$ cat src/rtl/shot_detector.sv
// Zapper shot detector: accepts trigger edges, scores hits against the duck
// centre, and sequences the screen-flash and cooldown windows in frame ticks.
module shot_detector #(
    parameter int          MAX_AMMO        = 3,
    parameter logic [9:0]  HIT_RADIUS      = 10'd16,
    parameter logic [15:0] HIT_POINTS      = 16'd500,
    parameter int          FLASH_FRAMES    = 4,
    parameter int          COOLDOWN_FRAMES = 8
) (
    input  logic        Clk,
    input  logic        Reset,
    input  logic        frame_clk,
    input  logic        trigger,
    input  logic        round_start,
    input  logic [9:0]  crosshair_x,
    input  logic [9:0]  crosshair_y,
    input  logic [18:0] duck_center,
    input  logic        duck_dead,
    output logic        shot_fired,
    output logic        duck_hit,
    output logic        flash_active,
    output logic [1:0]  ammo,
    output logic        out_of_ammo,
    output logic [15:0] score
);

    typedef enum logic [1:0] {
        IDLE,
        EVAL,
        FLASH,
        COOLDOWN
    } state_t;

    localparam logic [1:0] AMMO_FULL  = 2'(MAX_AMMO);
    localparam logic [7:0] FLASH_LAST = 8'(FLASH_FRAMES - 1);
    localparam logic [7:0] COOL_LAST  = 8'(COOLDOWN_FRAMES - 1);

    state_t             state;
    logic               frame_clk_d;
    logic               trigger_d;
    logic               frame_tick;
    logic               trig_edge;
    logic [7:0]         frame_cnt;
    logic [9:0]         cx_q;
    logic [9:0]         cy_q;
    logic [9:0]         dx_q;
    logic [9:0]         dy_q;
    logic               dead_q;
    logic signed [10:0] diff_x;
    logic signed [10:0] diff_y;
    logic [10:0]        abs_x;
    logic [10:0]        abs_y;
    logic               hit;
    logic [16:0]        score_sum;

    assign frame_tick = frame_clk & ~frame_clk_d;
    assign trig_edge  = trigger & ~trigger_d;

    // Operands are latched, so late changes to the duck cannot alter a shot.
    always_comb begin
        diff_x    = $signed({1'b0, cx_q}) - $signed({1'b0, dx_q});
        diff_y    = $signed({1'b0, cy_q}) - $signed({1'b0, dy_q});
        abs_x     = diff_x[10] ? $unsigned(-diff_x) : $unsigned(diff_x);
        abs_y     = diff_y[10] ? $unsigned(-diff_y) : $unsigned(diff_y);
        hit       = !dead_q
                    && (abs_x <= {1'b0, HIT_RADIUS})
                    && (abs_y <= {1'b0, HIT_RADIUS});
        score_sum = {1'b0, score} + {1'b0, HIT_POINTS};
    end

    always_ff @(posedge Clk) begin
        if (Reset) begin
            state        <= IDLE;
            ammo         <= AMMO_FULL;
            score        <= 16'd0;
            shot_fired   <= 1'b0;
            duck_hit     <= 1'b0;
            flash_active <= 1'b0;
            out_of_ammo  <= 1'b0;
            frame_clk_d  <= 1'b0;
            trigger_d    <= 1'b0;
            frame_cnt    <= 8'd0;
            cx_q         <= 10'd0;
            cy_q         <= 10'd0;
            dx_q         <= 10'd0;
            dy_q         <= 10'd0;
            dead_q       <= 1'b0;
        end else begin
            frame_clk_d <= frame_clk;
            trigger_d   <= trigger;
            shot_fired  <= 1'b0;
            duck_hit    <= 1'b0;
            if (round_start) begin
                state        <= IDLE;
                ammo         <= AMMO_FULL;
                out_of_ammo  <= (AMMO_FULL == 2'd0);
                flash_active <= 1'b0;
                frame_cnt    <= 8'd0;
            end else begin
                unique case (state)
                    IDLE: begin
                        if (trig_edge && ammo != 2'd0) begin
                            cx_q        <= crosshair_x;
                            cy_q        <= crosshair_y;
                            dx_q        <= duck_center[9:0];
                            dy_q        <= {1'b0, duck_center[18:10]};
                            dead_q      <= duck_dead;
                            shot_fired  <= 1'b1;
                            ammo        <= ammo - 2'd1;
                            out_of_ammo <= (ammo == 2'd1);
                            state       <= EVAL;
                        end
                    end
                    EVAL: begin
                        if (hit) begin
                            duck_hit <= 1'b1;
                            score    <= score_sum[16] ? 16'hFFFF
                                                      : score_sum[15:0];
                        end
                        frame_cnt    <= 8'd0;
                        flash_active <= 1'b1;
                        state        <= FLASH;
                    end
                    FLASH: begin
                        if (frame_tick) begin
                            if (frame_cnt == FLASH_LAST) begin
                                frame_cnt    <= 8'd0;
                                flash_active <= 1'b0;
                                state        <= COOLDOWN;
                            end else begin
                                frame_cnt <= frame_cnt + 8'd1;
                            end
                        end
                    end
                    COOLDOWN: begin
                        if (frame_tick) begin
                            if (frame_cnt == COOL_LAST) begin
                                frame_cnt <= 8'd0;
                                state     <= IDLE;
                            end else begin
                                frame_cnt <= frame_cnt + 8'd1;
                            end
                        end
                    end
                    default: state <= IDLE;
                endcase
            end
        end
    end

endmodule

$ cat config.mk
export PLATFORM = sky130hd
export DESIGN_NAME = shot_detector
export DESIGN_NICKNAME = d
export VERILOG_FILES = /design/src/rtl/shot_detector.sv
export SDC_FILE = /design/constraint.sdc
export NUM_CORES = 1
export LEC_CHECK = 0
export CAP_MARGIN = 20
export CORE_MARGIN = 2
export CORE_UTILIZATION = 50
export CTS_CLUSTER_SIZE = 16
export DETAILED_ROUTE_END_ITERATION = 16
export HOLD_SLACK_MARGIN = 0.02
export PLACE_DENSITY = 0.78
export SLEW_MARGIN = 20
export SYNTH_ARGS = -nofsm -noshare
export SYNTH_HDL_FRONTEND = slang
export SYNTH_SLANG_ARGS = --single-unit
export TNS_END_PERCENT = 100
$ cat constraint.sdc
create_clock -name Clk -period 3.5 [get_ports Clk]
set_clock_uncertainty 0.1 [all_clocks]
set_input_delay 0.7 -clock Clk [delete_from_list [all_inputs] [get_ports Clk]]
set_output_delay 0.7 -clock Clk [all_outputs]
set_load 0.1 [all_outputs]
==> metrics.yaml, run 1 <==
initial_drt_pass_iterations: 4
initial_core_util_pct: 51.5
synth.yosys.warnings: 0
hp-start: "dx_q[6]$_SDFFE_PP0P_"
status: "finished, violations left"
cts_max_level: 3
critPathMaxFanout: 7
grt.overflow.total: 0
syn_avg_cell_area_um2: 7.69
die_height_um: 98.8
seq_area_frac_synth_pct: 32.5
netlist_top_cells_area: "sky130_fd_sc_hd__dfxtp_1 33%, sky130_fd_sc_hd__nand2_1 9.1%, sky130_fd_sc_hd__a21oi_1 7.7%, sky130_fd_sc_hd__ha_1 7.5%, sky130_fd_sc_hd__nor2_1 3.9%"
first_global_vias: 4316
timing.final.crit_period_ps: 3540
critical-path-max-stage-delay_ps: 490
hold_path.class: "flip-flop to flip-flop"
drt-initial-drc-count: 235
synth_top_area_share_pct: 32.5
crit_path_start_kind: "flip-flop"
worst_setup_path_end_kind: "flip-flop"
post-synth-top-area-cell: "sky130_fd_sc_hd__dfxtp_1"
crit_chain: "inv_2 > ha_4 > inv_2 > fa_2 > a211oi_4 > o31ai_4 > o211a_4 > or2_1 > or4b_4 > a21oi_2 > nand4_1 > nor4_4 > buf_6 > buf_12 > nor4bb_2 > nor3_1"
aggregate_negative_setup_slack_ps: -174
syn-instance-count: 584
post_route_cells_drive_above_1_share_pct: 18.0
max_slew.worst_pin.slew_ps: 972
drt-total-wl_mm: 11.0
relSlewSlack_pct: 35.0
grt_setup_unrepaired: "yes"
synth-edff-count: 0
violations: "negative setup slack"
critical-path-slowest-cell: "sky130_fd_sc_hd__or4b_4"
finalPower_mw: 2.52
synth.mux.area_fraction_pct: 1.56
fillCellCount: 700
path_clk_slew_ps: 80
synth_seq_cells: 73
cts_made_buffers: 9
ys_async_sr_fraction_pct: 0
clock_path_buffers: 2
num-nets-final: 746
grt_start_max_net_pins: 42
worst_setup_path_startpoint: "cy_q[0]$_SDFFE_PP0P_"
compound_cell_area_share_of_the_yosys_netlist_pct: 20.6
critPathRequiredTime_ps: 3630
floorplan.die_area_mm2: 0.00976
residual_drc_count: 0
synth-main-ff-cell: "sky130_fd_sc_hd__dfxtp_1"
core_utilization_of_the_finished_layout_pct: 67.7
fin_ws_ps: -40.3
main_combinational_cell_family_by_area_after_synthesis: "simple AND/OR/NAND/NOR gates"
place.port_buffers: 66
timing_hold_violations_final: 0
routedWlPerCell_um: 14.1
vias: 4395
grt_antenna_before_repair: 0
maxSlewViolCount: 0
xor_xnor_share_of_the_synthesized_area_pct: 4.48
grt_total_usage_pct: 23.0
clock_sinks: 73
irDropWorstVdd_uv: 228
grt_first_pass_wirelength_mm: 18.8
dp_cells: 763
overall_die_width_um: 98.8
dp.final_hpwl_mm: 7.93
tritoncts: "built"
vias_per_cell: 5.60
placementRows: 34
synth_fp_nets: 658
critical_path_class: "flip-flop to flip-flop"
top_level_ports: 67
netlist_area_mm2: 0.00449
max_cap_violations: 0
post_synth_cell_types: 68
antenna-diode-count: 0
arrival_ps: 3670
routability_driven_placement_congestion_ratio: 0.858
finalCritPeriodShare_pct: 101
ant_nets: 0
maxClockFrequency_mhz: 282
synth-adder-area-share_pct: 8.41
clock-root-buffer: "sky130_fd_sc_hd__clkbuf_8"
placement.setup.worst_slack_ps: -258
leakagePower_nw: 2.34
finalSetupViolations: 9
synth-simple-area-share_pct: 27.0
critical_path.most_common_cell: "sky130_fd_sc_hd__inv_2"
rr_startpoint: "cy_q[0]$_SDFFE_PP0P_"
syn_to_final_growth_pct: 31.4
instances_no_fill: 785
clk_latency_ps: 360
design.core.area_mm2: 0.00872
power_density_mw_per_mm2: 426
routing by layer:
layer	track usage, %	up-vias	share of wire (%)
li1	-	2223	-
met3	5.53	12	5.2
met2	40.2	98	49
met1	27.9	2062	44
met5	0	-	0
met4	6.64	0	1.1
timing repair:
action,4_1_cts,5_1_grt
gates cloned,2,0
pin swaps,17,8
setup buffers,5,1
setup endpoints to repair,16,16
hold buffers,0,0
resized for setup,19,20
endpoints found under the hold margin,0,0
power breakdown:
group	total, mW	switching (mW)	internal, mW
logic	0.829	0.429	0.400
clock network	0.817	0.340	0.478
registers	0.870	0.0152	0.855
worst paths after layout:
path                                              end  slack, ps  depth (start not counted)
worst max-delay path            score[5]$_SDFFE_PP0P_        -40                         16
worst min-delay path             dx_q[6]$_SDFFE_PP0P_        360                          2
worst max register to register  score[5]$_SDFFE_PP0P_        -40                         16
worst min register to register   dx_q[6]$_SDFFE_PP0P_        360                          2
stage by stage:
stage | cell area [um2] | hold slack [ps]
finish | 5900 | 361
CTS | 5820 | 361
global route | 5900 | 382
detailed placement | 5410 | 349
global placement | 5410 | 345
floorplan | 4520 | 336
critical path: cells and delay by family, from the launching register on:
kind | cells | cell delay, ps
compound gates | 4 | 790
fa+ha+maj | 2 | 480
buf+inv | 4 | 370
flops | 1 | 330
simple gates | 6 | 1330
area by class of cell:
cell class | count | area, um2 | area share [%]
Clock buffer | 10 | 128 | 2.16
Clock inverter | 6 | 115 | 1.95
Inverter | 31 | 116 | 1.97
Multi-Input combinational cell | 451 | 2990 | 50.6
Sequential cell | 73 | 1470 | 24.8
Tap cell | 108 | 135 | 2.29
Timing Repair Buffer | 106 | 960 | 16.3
cell families (layout without fill, tap and decap cells):
group	after synthesis	count (layout)
mux	7	7
flops	73	73
fa+ha+maj	29	29
simple gates	251	251
compound gates	141	141
xor+xnor	23	23
buf+inv	60	153
state kept, by name (all words and copies together) (netlist names):
register,cells
ammo,2
cx_q,10
cy_q,10
dead_q,1
duck_hit,1
dx_q,10
dy_q,9
flash_active,1
frame_clk_d,1
frame_cnt,8
out_of_ammo,1
score,15
shot_fired,1
state,2
trigger_d,1
synthesized netlist by cell type (10+ instances only):
cell type                  count
sky130_fd_sc_hd__nand3_1      10
sky130_fd_sc_hd__clkbuf_1     23
sky130_fd_sc_hd__inv_1        31
sky130_fd_sc_hd__nand2_1     109
sky130_fd_sc_hd__nor2_1       47
sky130_fd_sc_hd__xor2_1       10
sky130_fd_sc_hd__a21oi_1      69
sky130_fd_sc_hd__xnor2_1      13
sky130_fd_sc_hd__dfxtp_1      73
sky130_fd_sc_hd__o21ai_0      13
sky130_fd_sc_hd__ha_1         27
sky130_fd_sc_hd__nor3_1       16
layout by cell type (no fill, tap or decap), types with 3 or more instances in the layout:
master,count
sky130_fd_sc_hd__buf_6,5
sky130_fd_sc_hd__o21ai_1,3
sky130_fd_sc_hd__mux2i_1,6
sky130_fd_sc_hd__or3_1,6
sky130_fd_sc_hd__nand2b_1,6
sky130_fd_sc_hd__a21oi_2,3
sky130_fd_sc_hd__nor2b_1,9
sky130_fd_sc_hd__inv_1,28
sky130_fd_sc_hd__buf_4,52
sky130_fd_sc_hd__clkdlybuf4s50_1,46
sky130_fd_sc_hd__clkbuf_8,9
sky130_fd_sc_hd__xnor2_2,3
sky130_fd_sc_hd__o22ai_1,3
sky130_fd_sc_hd__and3_1,6
sky130_fd_sc_hd__dfxtp_1,70
sky130_fd_sc_hd__dfxtp_2,3
sky130_fd_sc_hd__nand4_1,6
sky130_fd_sc_hd__or2_1,3
sky130_fd_sc_hd__or2_2,3
sky130_fd_sc_hd__inv_2,3
sky130_fd_sc_hd__ha_1,25
sky130_fd_sc_hd__a21oi_1,65
sky130_fd_sc_hd__xor2_1,10
sky130_fd_sc_hd__a211oi_1,5
sky130_fd_sc_hd__o211ai_1,4
sky130_fd_sc_hd__and4b_1,3
sky130_fd_sc_hd__nand2_1,109
sky130_fd_sc_hd__a31oi_1,4
sky130_fd_sc_hd__nor2_1,46
sky130_fd_sc_hd__o21ai_0,11
sky130_fd_sc_hd__nor3b_1,4
sky130_fd_sc_hd__nand3_1,10
sky130_fd_sc_hd__a41o_1,3
sky130_fd_sc_hd__xnor2_1,9
sky130_fd_sc_hd__bufinv_16,3
sky130_fd_sc_hd__nor3_1,15
sky130_fd_sc_hd__nor4_1,3
sky130_fd_sc_hd__a21o_1,6
(Power assumes the default switching activity.)
==> run 2: changes to the inputs <==
--- a/config.mk
+++ b/config.mk
@@ -12,6 +12,7 @@
 export DETAILED_ROUTE_END_ITERATION = 16
 export HOLD_SLACK_MARGIN = 0.02
 export PLACE_DENSITY = 0.78
+export SKIP_LAST_GASP = 1
 export SLEW_MARGIN = 20
 export SYNTH_ARGS = -nofsm -noshare
 export SYNTH_HDL_FRONTEND = slang
==> run 2 against run 1 <==
- the run still ends with negative setup slack left
- critical path depth is 1 higher
- clock power is essentially flat
- design area unchanged
- count of clock-buffer cells in the layout stayed put
- sequential power barely moved
- highest routed layer unchanged
- maximum frequency fell by 0.79%
- total power barely moved
- routed wire length rose by 0.74%
==> metrics.yaml, run 2 (synthesis gave the netlist of run 1 again) <==
rr_startpoint: "cy_q[0]$_SDFFE_PP0P_"  # unchanged
grt.overflow.total: 0  # unchanged
mostFrequentLayoutCell: "sky130_fd_sc_hd__nand2_1"  # unchanged
drt-initial-drc-count: 212  # was 235
worst_setup_path_startpoint: "cy_q[0]$_SDFFE_PP0P_"  # unchanged
fin_ws_ps: -68.5  # was -40.3 ps
critical-path-slowest-cell: "sky130_fd_sc_hd__or4b_4"  # unchanged
clock_sinks: 73  # unchanged
path_clk_slew_ps: 80  # about the same
grt_setup_unrepaired: "yes"  # unchanged
place.port_buffers: 66  # unchanged
cts_made_buffers: 9  # unchanged
design.core.area_mm2: 0.00872  # unchanged
critical_path_class: "flip-flop to flip-flop"  # unchanged
crit_chain: "inv_2 > ha_4 > inv_2 > fa_2 > a211oi_4 > o31ai_4 > o211a_4 > or2_1 > or4b_4 > a21oi_2 > nand4_1 > nor4_4 > buf_6 > buf_12 > clkbuf_4 > a31oi_1 > nor2_1"  # was inv_2 > ha_4 > inv_2 > fa_2 > a211oi_4 > o31ai_4 > o211a_4 > or2_1 > or4b_4 > a21oi_2 > nand4_1 > nor4_4 > buf_6 > buf_12 > nor4bb_2 > nor3_1
largest-register: "score"  # unchanged
max_cap_violations: 0  # unchanged
finalPower_mw: 2.52  # about the same
finalSetupViolations: 14  # was 9
vias_per_cell: 5.59  # was 5.60
grt_antenna_before_repair: 0  # unchanged
placement.setup.worst_slack_ps: -258  # unchanged
multiInputGateArea_mm2: 0.00295  # was 0.00299 mm2
clock_path_buffers: 2  # unchanged
max_slew.worst_pin.slew_ps: 971  # was 972 ps
grtUsageMet2_pct: 40.1  # was 40.2%
hold_path.class: "flip-flop to flip-flop"  # unchanged
critPathMaxFanout: 7  # unchanged
maxSlewViolCount: 0  # unchanged
die_height_um: 98.8  # unchanged
status: "finished, violations left"  # unchanged
top_level_ports: 67  # unchanged
dp.final_hpwl_mm: 7.93  # unchanged
hp-start: "dx_q[6]$_SDFFE_PP0P_"  # unchanged
groute.layer.met1.usage_pct: 27.9  # about the same
ant_nets: 0  # unchanged
critPathRequiredTime_ps: 3690  # was 3630 ps
timing.final.crit_period_ps: 3570  # was 3540 ps
initial_drt_pass_iterations: 5  # was 4
maxClockFrequency_mhz: 280  # was 282 MHz
relSlewSlack_pct: 35.0  # about the same
critical-path-max-stage-delay_ps: 490  # about the same
clock-root-buffer: "sky130_fd_sc_hd__clkbuf_8"  # unchanged
commonest_cells_after_routing_fill_and_taps_aside: "109 x sky130_fd_sc_hd__nand2_1, 70 x sky130_fd_sc_hd__dfxtp_1, 67 x sky130_fd_sc_hd__a21oi_1, 55 x sky130_fd_sc_hd__buf_4"  # was 109 x sky130_fd_sc_hd__nand2_1, 70 x sky130_fd_sc_hd__dfxtp_1, 65 x sky130_fd_sc_hd__a21oi_1, 52 x sky130_fd_sc_hd__buf_4
first_global_vias: 4292  # was 4316
regToRegSetupSlack_ps: -70  # was -40 ps
initial_core_util_pct: 51.5  # unchanged
syn_to_final_growth_pct: 31.4  # unchanged
violations: "negative setup slack"  # unchanged
worst_setup_path_end_kind: "flip-flop"  # unchanged
routedWlPerCell_um: 14.1  # about the same
largest_reg_flops: 15  # unchanged
tritoncts: "built"  # unchanged
num-nets-final: 749  # was 746
floorplan.die_area_mm2: 0.00976  # unchanged
vias: 4408  # was 4395
grt_total_usage_pct: 22.9  # was 23.0%
timing_hold_violations_final: 0  # unchanged
routability_driven_placement_congestion_ratio: 0.858  # unchanged
arrival_ps: 3760  # was 3670 ps
drt-total-wl_mm: 11.1  # was 11.0 mm
antenna-diode-count: 0  # unchanged
aggregate_negative_setup_slack_ps: -566  # was -174 ps
area.sequential_mm2: 0.00147  # unchanged
fin_worst_hold_slack_ps: 361  # about the same
grt_start_max_net_pins: 42  # unchanged
power_density_mw_per_mm2: 426  # about the same
global_route.usage.met3_pct: 5.60  # was 5.53%
clk_latency_ps: 360  # about the same
critical_path.most_common_cell: "sky130_fd_sc_hd__inv_2"  # unchanged
post_route_cells_drive_above_1_share_pct: 17.8  # was 18.0%
overall_die_width_um: 98.8  # unchanged
placementRows: 34  # unchanged
grt-busiest-layer: "met2"  # unchanged
cts_max_level: 3  # unchanged
fillCellCount: 702  # was 700
irDropWorstVdd_uv: 229  # was 228 uV
crit_path_start_kind: "flip-flop"  # unchanged
residual_drc_count: 0  # unchanged
finalCritPeriodShare_pct: 102  # was 101%
grt_first_pass_wirelength_mm: 18.7  # was 18.8 mm
leakagePower_nw: 2.35  # was 2.34 nW
==> run 2: cell types whose count changed in the layout (fill, tap and decap cells not counted), sizes merged <==
cell    change
clkbuf      +1
buf         +2
==> run 2: metrics by stage <==
| stage | std cells | util [%] | cell area (um2) |
|---|---|---|---|
| after floorplan | 584 | - | 4520 |
| after global placement | 763 | 62.1 | 5410 |
| after detailed placement | 763 | 62.1 | 5410 |
| after CTS | 786 | 66.7 | 5820 |
| after global routing | 788 | 67.7 | 5900 |
| final | 788 | 67.7 | 5900 |
==> run 2: final timing paths <==
check	cells past startpoint	endpoint
worst max-delay path	17	score[12]$_SDFFE_PP0P_
worst min-delay path	2	dx_q[6]$_SDFFE_PP0P_
worst max register to register	17	score[12]$_SDFFE_PP0P_
worst min register to register	2	dx_q[6]$_SDFFE_PP0P_
==> run 2: per-layer routing <==
layer  vias to the layer above  part of all wire (%)
li1                       2232                     -
met2                        98                    49
met4                         0                   1.3
met5                         -                     0
met3                        16                   5.6
met1                      2062                    44
==> run 2: cell type report <==
type                    count  area share, %
clock buffers              10           2.16
clock inverters             6           1.95
inverters                  31           1.97
multi-input cells         451           49.9
flip-flops and latches     73           24.8
well taps                 108           2.29
repair buffers            109           16.9
==> run 2: report_power, final <==
part / switching [mW] / internal (mW) / total [mW] / leakage, nW
Clock: 0.340 / 0.478 / 0.817 / 0.117
Sequential: 0.0150 / 0.855 / 0.870 / 0.594
Combinational: 0.430 / 0.399 / 0.829 / 1.64
==> run 2: what timing repair did <==
item | CTS | global route
resized for setup | 18 | 15
hold endpoints to repair | 0 | 0
hold buffers | 0 | 0
setup endpoints to repair | 16 | 16
buffers inserted | 5 | 4
pin swaps | 17 | 5
gates cloned | 2 | 0
==> run 2: critical path, delay by kind of cell, from the launching register on <==
kind	cells	cell delay, ps
AO/OA/AOI/OAI	5	880
flip-flops	1	330
adder cells (fa/ha/maj)	2	480
buffers and inverters	5	550
AND/OR/NAND/NOR	5	1160
==> run 3: changes to the inputs <==
--- a/config.mk
+++ b/config.mk
@@ -12,6 +12,7 @@
 export DETAILED_ROUTE_END_ITERATION = 16
 export HOLD_SLACK_MARGIN = 0.02
 export PLACE_DENSITY = 0.78
+export REMOVE_ABC_BUFFERS = 1
 export SKIP_LAST_GASP = 1
 export SLEW_MARGIN = 20
 export SYNTH_ARGS = -nofsm -noshare
==> run 3 against run 2 <==
- the flow still finishes with violations (negative setup slack)
- count of clock-buffer cells in the layout unchanged
- maximum frequency decreased by 2.8%
- non-clock buffer count increased by 1
- total power increased by 1.4%
- sequential share of layout area decreased by 0.39 points
- first-iteration DRC count increased by 1.9%
- sequential power about the same
==> metrics.yaml, run 3 (synthesis gave the netlist of run 1 again) <==
status: "finished, violations left"  # unchanged
violations: "negative setup slack"  # unchanged
max_slew.worst_pin.slew_ps: 976  # was 971 ps
cts-hold-fix-buffers: 0  # unchanged
drt-initial-drc-count: 216  # was 212
vias_per_cell: 5.74  # was 5.59
net-switching-power_uw: 805  # was 785 uW
power_density_mw_per_mm2: 426  # about the same
die_height_um: 98.8  # unchanged
placed_cell_area_mm2: 0.00540  # was 0.00541 mm2
worst_hold_endpoint: "dy_q[8]$_SDFFE_PP0P_"  # was dx_q[6]$_SDFFE_PP0P_
fin_worst_hold_slack_ps: 355  # was 361 ps
tritoncts: "built"  # unchanged
num-nets-final: 750  # was 749
grt_antenna_before_repair: 0  # unchanged
power.switching_fraction_pct: 31.6  # was 31.2%
largest_reg_flops: 15  # unchanged
first_global_vias: 4414  # was 4292
grt_first_pass_wirelength_mm: 19.6  # was 18.7 mm
arrival_ps: 3830  # was 3760 ps
design.core.area_mm2: 0.00872  # unchanged
regToRegSetupSlack_ps: -170  # was -70 ps
grt_setup_unrepaired: "yes"  # unchanged
path_clk_slew_ps: 90  # was 80 ps
power.sequential.fraction_pct: 34.1  # was 34.6%
routedWlPerCell_um: 14.8  # was 14.1 um
critical_path_class: "flip-flop to flip-flop"  # unchanged
grt_total_usage_pct: 23.9  # was 22.9%
p_comb_share_pct: 33.6  # was 32.9%
clock_sinks: 73  # unchanged
commonest_cells_after_routing_fill_and_taps_aside: "109 x sky130_fd_sc_hd__nand2_1, 71 x sky130_fd_sc_hd__dfxtp_1, 64 x sky130_fd_sc_hd__a21oi_1, 57 x sky130_fd_sc_hd__buf_4, 46 x sky130_fd_sc_hd__nor2_1"  # was 109 x sky130_fd_sc_hd__nand2_1, 70 x sky130_fd_sc_hd__dfxtp_1, 67 x sky130_fd_sc_hd__a21oi_1, 55 x sky130_fd_sc_hd__buf_4
worst_setup_path_end_kind: "flip-flop"  # unchanged
initial_drt_pass_iterations: 5  # unchanged
finalPower_mw: 2.55  # was 2.52 mW
grt_start_max_net_pins: 42  # unchanged
max_cap_violations: 0  # unchanged
drt-total-wl_mm: 11.7  # was 11.1 mm
place.port_buffers: 66  # unchanged
area.sequential_mm2: 0.00146  # was 0.00147 mm2
crit_path_start_kind: "flip-flop"  # unchanged
fin_ws_ps: -170  # was -68.5 ps
hp-start: "dy_q[8]$_SDFFE_PP0P_"  # was dx_q[6]$_SDFFE_PP0P_
multiInputGateArea_mm2: 0.00301  # was 0.00295 mm2
clk_latency_ps: 360  # about the same
residual_drc_count: 0  # unchanged
clock_path_buffers: 2  # unchanged
overall_die_width_um: 98.8  # unchanged
dp.final_hpwl_mm: 7.62  # was 7.93 mm
initial_core_util_pct: 51.5  # unchanged
cts_max_level: 3  # unchanged
mostFrequentLayoutCell: "sky130_fd_sc_hd__nand2_1"  # unchanged
timing_hold_violations_final: 0  # unchanged
fillCellCount: 713  # was 702
timing.hold.worst_path_depth: 2  # unchanged
timing.final.crit_period_ps: 3670  # was 3570 ps
top_level_ports: 67  # unchanged
floorplan.die_area_mm2: 0.00976  # unchanged
leakagePower_nw: 2.38  # was 2.35 nW
cts_made_buffers: 9  # unchanged
reg2regPathDepth: 17  # unchanged
critPathRequiredTime_ps: 3660  # was 3690 ps
clock-root-buffer: "sky130_fd_sc_hd__clkbuf_8"  # unchanged
routability_driven_placement_congestion_ratio: 0.858  # about the same
irDropWorstVdd_uv: 247  # was 229 uV
maxClockFrequency_mhz: 272  # was 280 MHz
clockPowerShare_pct: 32.3  # was 32.5%
crit-reg2reg-capture: "score[12]$_SDFFE_PP0P_"  # unchanged
syn_to_final_growth_pct: 33.5  # was 31.4%
finalCritPeriodShare_pct: 105  # was 102%
internal-power_mw: 1.75  # was 1.73 mW
finalSetupViolations: 16  # was 14
dp_cells: 765  # was 763
antenna-diode-count: 0  # unchanged
rr_startpoint: "cy_q[0]$_SDFFE_PP0P_"  # unchanged
ant_nets: 0  # unchanged
aggregate_negative_setup_slack_ps: -1830  # was -566 ps
placementRows: 34  # unchanged
instances_no_fill: 789  # was 788
largest-register: "score"  # unchanged
vias: 4526  # was 4408
maxSlewViolCount: 0  # unchanged
critPathMaxFanout: 7  # unchanged
hold_path.class: "flip-flop to flip-flop"  # unchanged
relSlewSlack_pct: 34.7  # was 35.0%
post_route_cells_drive_above_1_share_pct: 18.2  # was 17.8%
grt.overflow.total: 0  # unchanged
final_area_mm2: 0.00599  # was 0.00590 mm2
run 3: cell types whose count changed in the layout (fill, tap and decap cells not counted), sizes merged:
cell / change
buf: +3
clkbuf: -1
clkdlybuf4s50: -1
run 3: critical path, stage by stage (launching register included):
cell and delay (ps):
sky130_fd_sc_hd__dfxtp_2 330, sky130_fd_sc_hd__inv_2 60, sky130_fd_sc_hd__ha_4 130, sky130_fd_sc_hd__inv_2 40, sky130_fd_sc_hd__fa_2 380, sky130_fd_sc_hd__a211oi_4 310
sky130_fd_sc_hd__o31ai_4 110, sky130_fd_sc_hd__o211a_4 260, sky130_fd_sc_hd__or2_1 250, sky130_fd_sc_hd__or4b_4 500, sky130_fd_sc_hd__a21oi_2 150, sky130_fd_sc_hd__nand4_1 150
sky130_fd_sc_hd__nor4_4 180, sky130_fd_sc_hd__buf_6 180, sky130_fd_sc_hd__buf_12 120, sky130_fd_sc_hd__buf_16 110, sky130_fd_sc_hd__a41o_1 160, sky130_fd_sc_hd__nor2_1 40
run 3: area by class of cell:
class,count,area share (%)
repair buffers,110,17.2
inverters,31,1.94
flip-flops and latches,73,24.4
clock inverters,6,1.92
well taps,108,2.25
multi-input cells,451,50.2
clock buffers,10,2.13
run 3: repair_timing:
item | in CTS | in global routing
setup buffers | 4 | 2
pin swaps | 20 | 2
resized for setup | 25 | 20
gates cloned | 3 | 0
endpoints found under the setup margin | 16 | 16
run 3: worst max path at each step:
stage	startpoint	to	slack, ps	depth (start not counted)
2_1_floorplan	cy_q[0]$_SDFFE_PP0P_	score[10]$_SDFFE_PP0P_	-1280	14
3_3_place_gp	cy_q[0]$_SDFFE_PP0P_	score[10]$_SDFFE_PP0P_	-230	15
3_5_place_dp	cy_q[0]$_SDFFE_PP0P_	score[10]$_SDFFE_PP0P_	-310	15
4_1_cts	cy_q[0]$_SDFFE_PP0P_	score[12]$_SDFFE_PP0P_	-70	17
5_1_grt	cy_q[0]$_SDFFE_PP0P_	score[12]$_SDFFE_PP0P_	-290	18
6_report	cy_q[0]$_SDFFE_PP0P_	score[12]$_SDFFE_PP0P_	-170	17
run 3: power by group through the flow:
stage	Combinational [mW]	Sequential (mW)	Clock, mW
after floorplan	0.465	0.901	0
after global placement	0.723	0.888	0
after detailed placement	0.739	0.889	0
after CTS	0.788	0.870	0.830
after global routing	0.929	0.874	0.863
final	0.856	0.870	0.825
run 3: per-stage QoR:
stage               worst slack [ps]  utilization, %
floorplan                      -1280               -
global placement                -233            61.9
detailed placement              -312            61.9
CTS                            -65.6            67.3
global route                    -289            68.7
finish                          -170            68.7
run 3: layer usage:
layer / up-vias / wire length [um] / track usage, %
met4: 0 / 142 / 9.59
li1: 2230 / - / -
met2: 110 / 6080 / 42.0
met1: 2176 / 4980 / 29.1
met5: - / 0 / 0
met3: 10 / 498 / 3.83
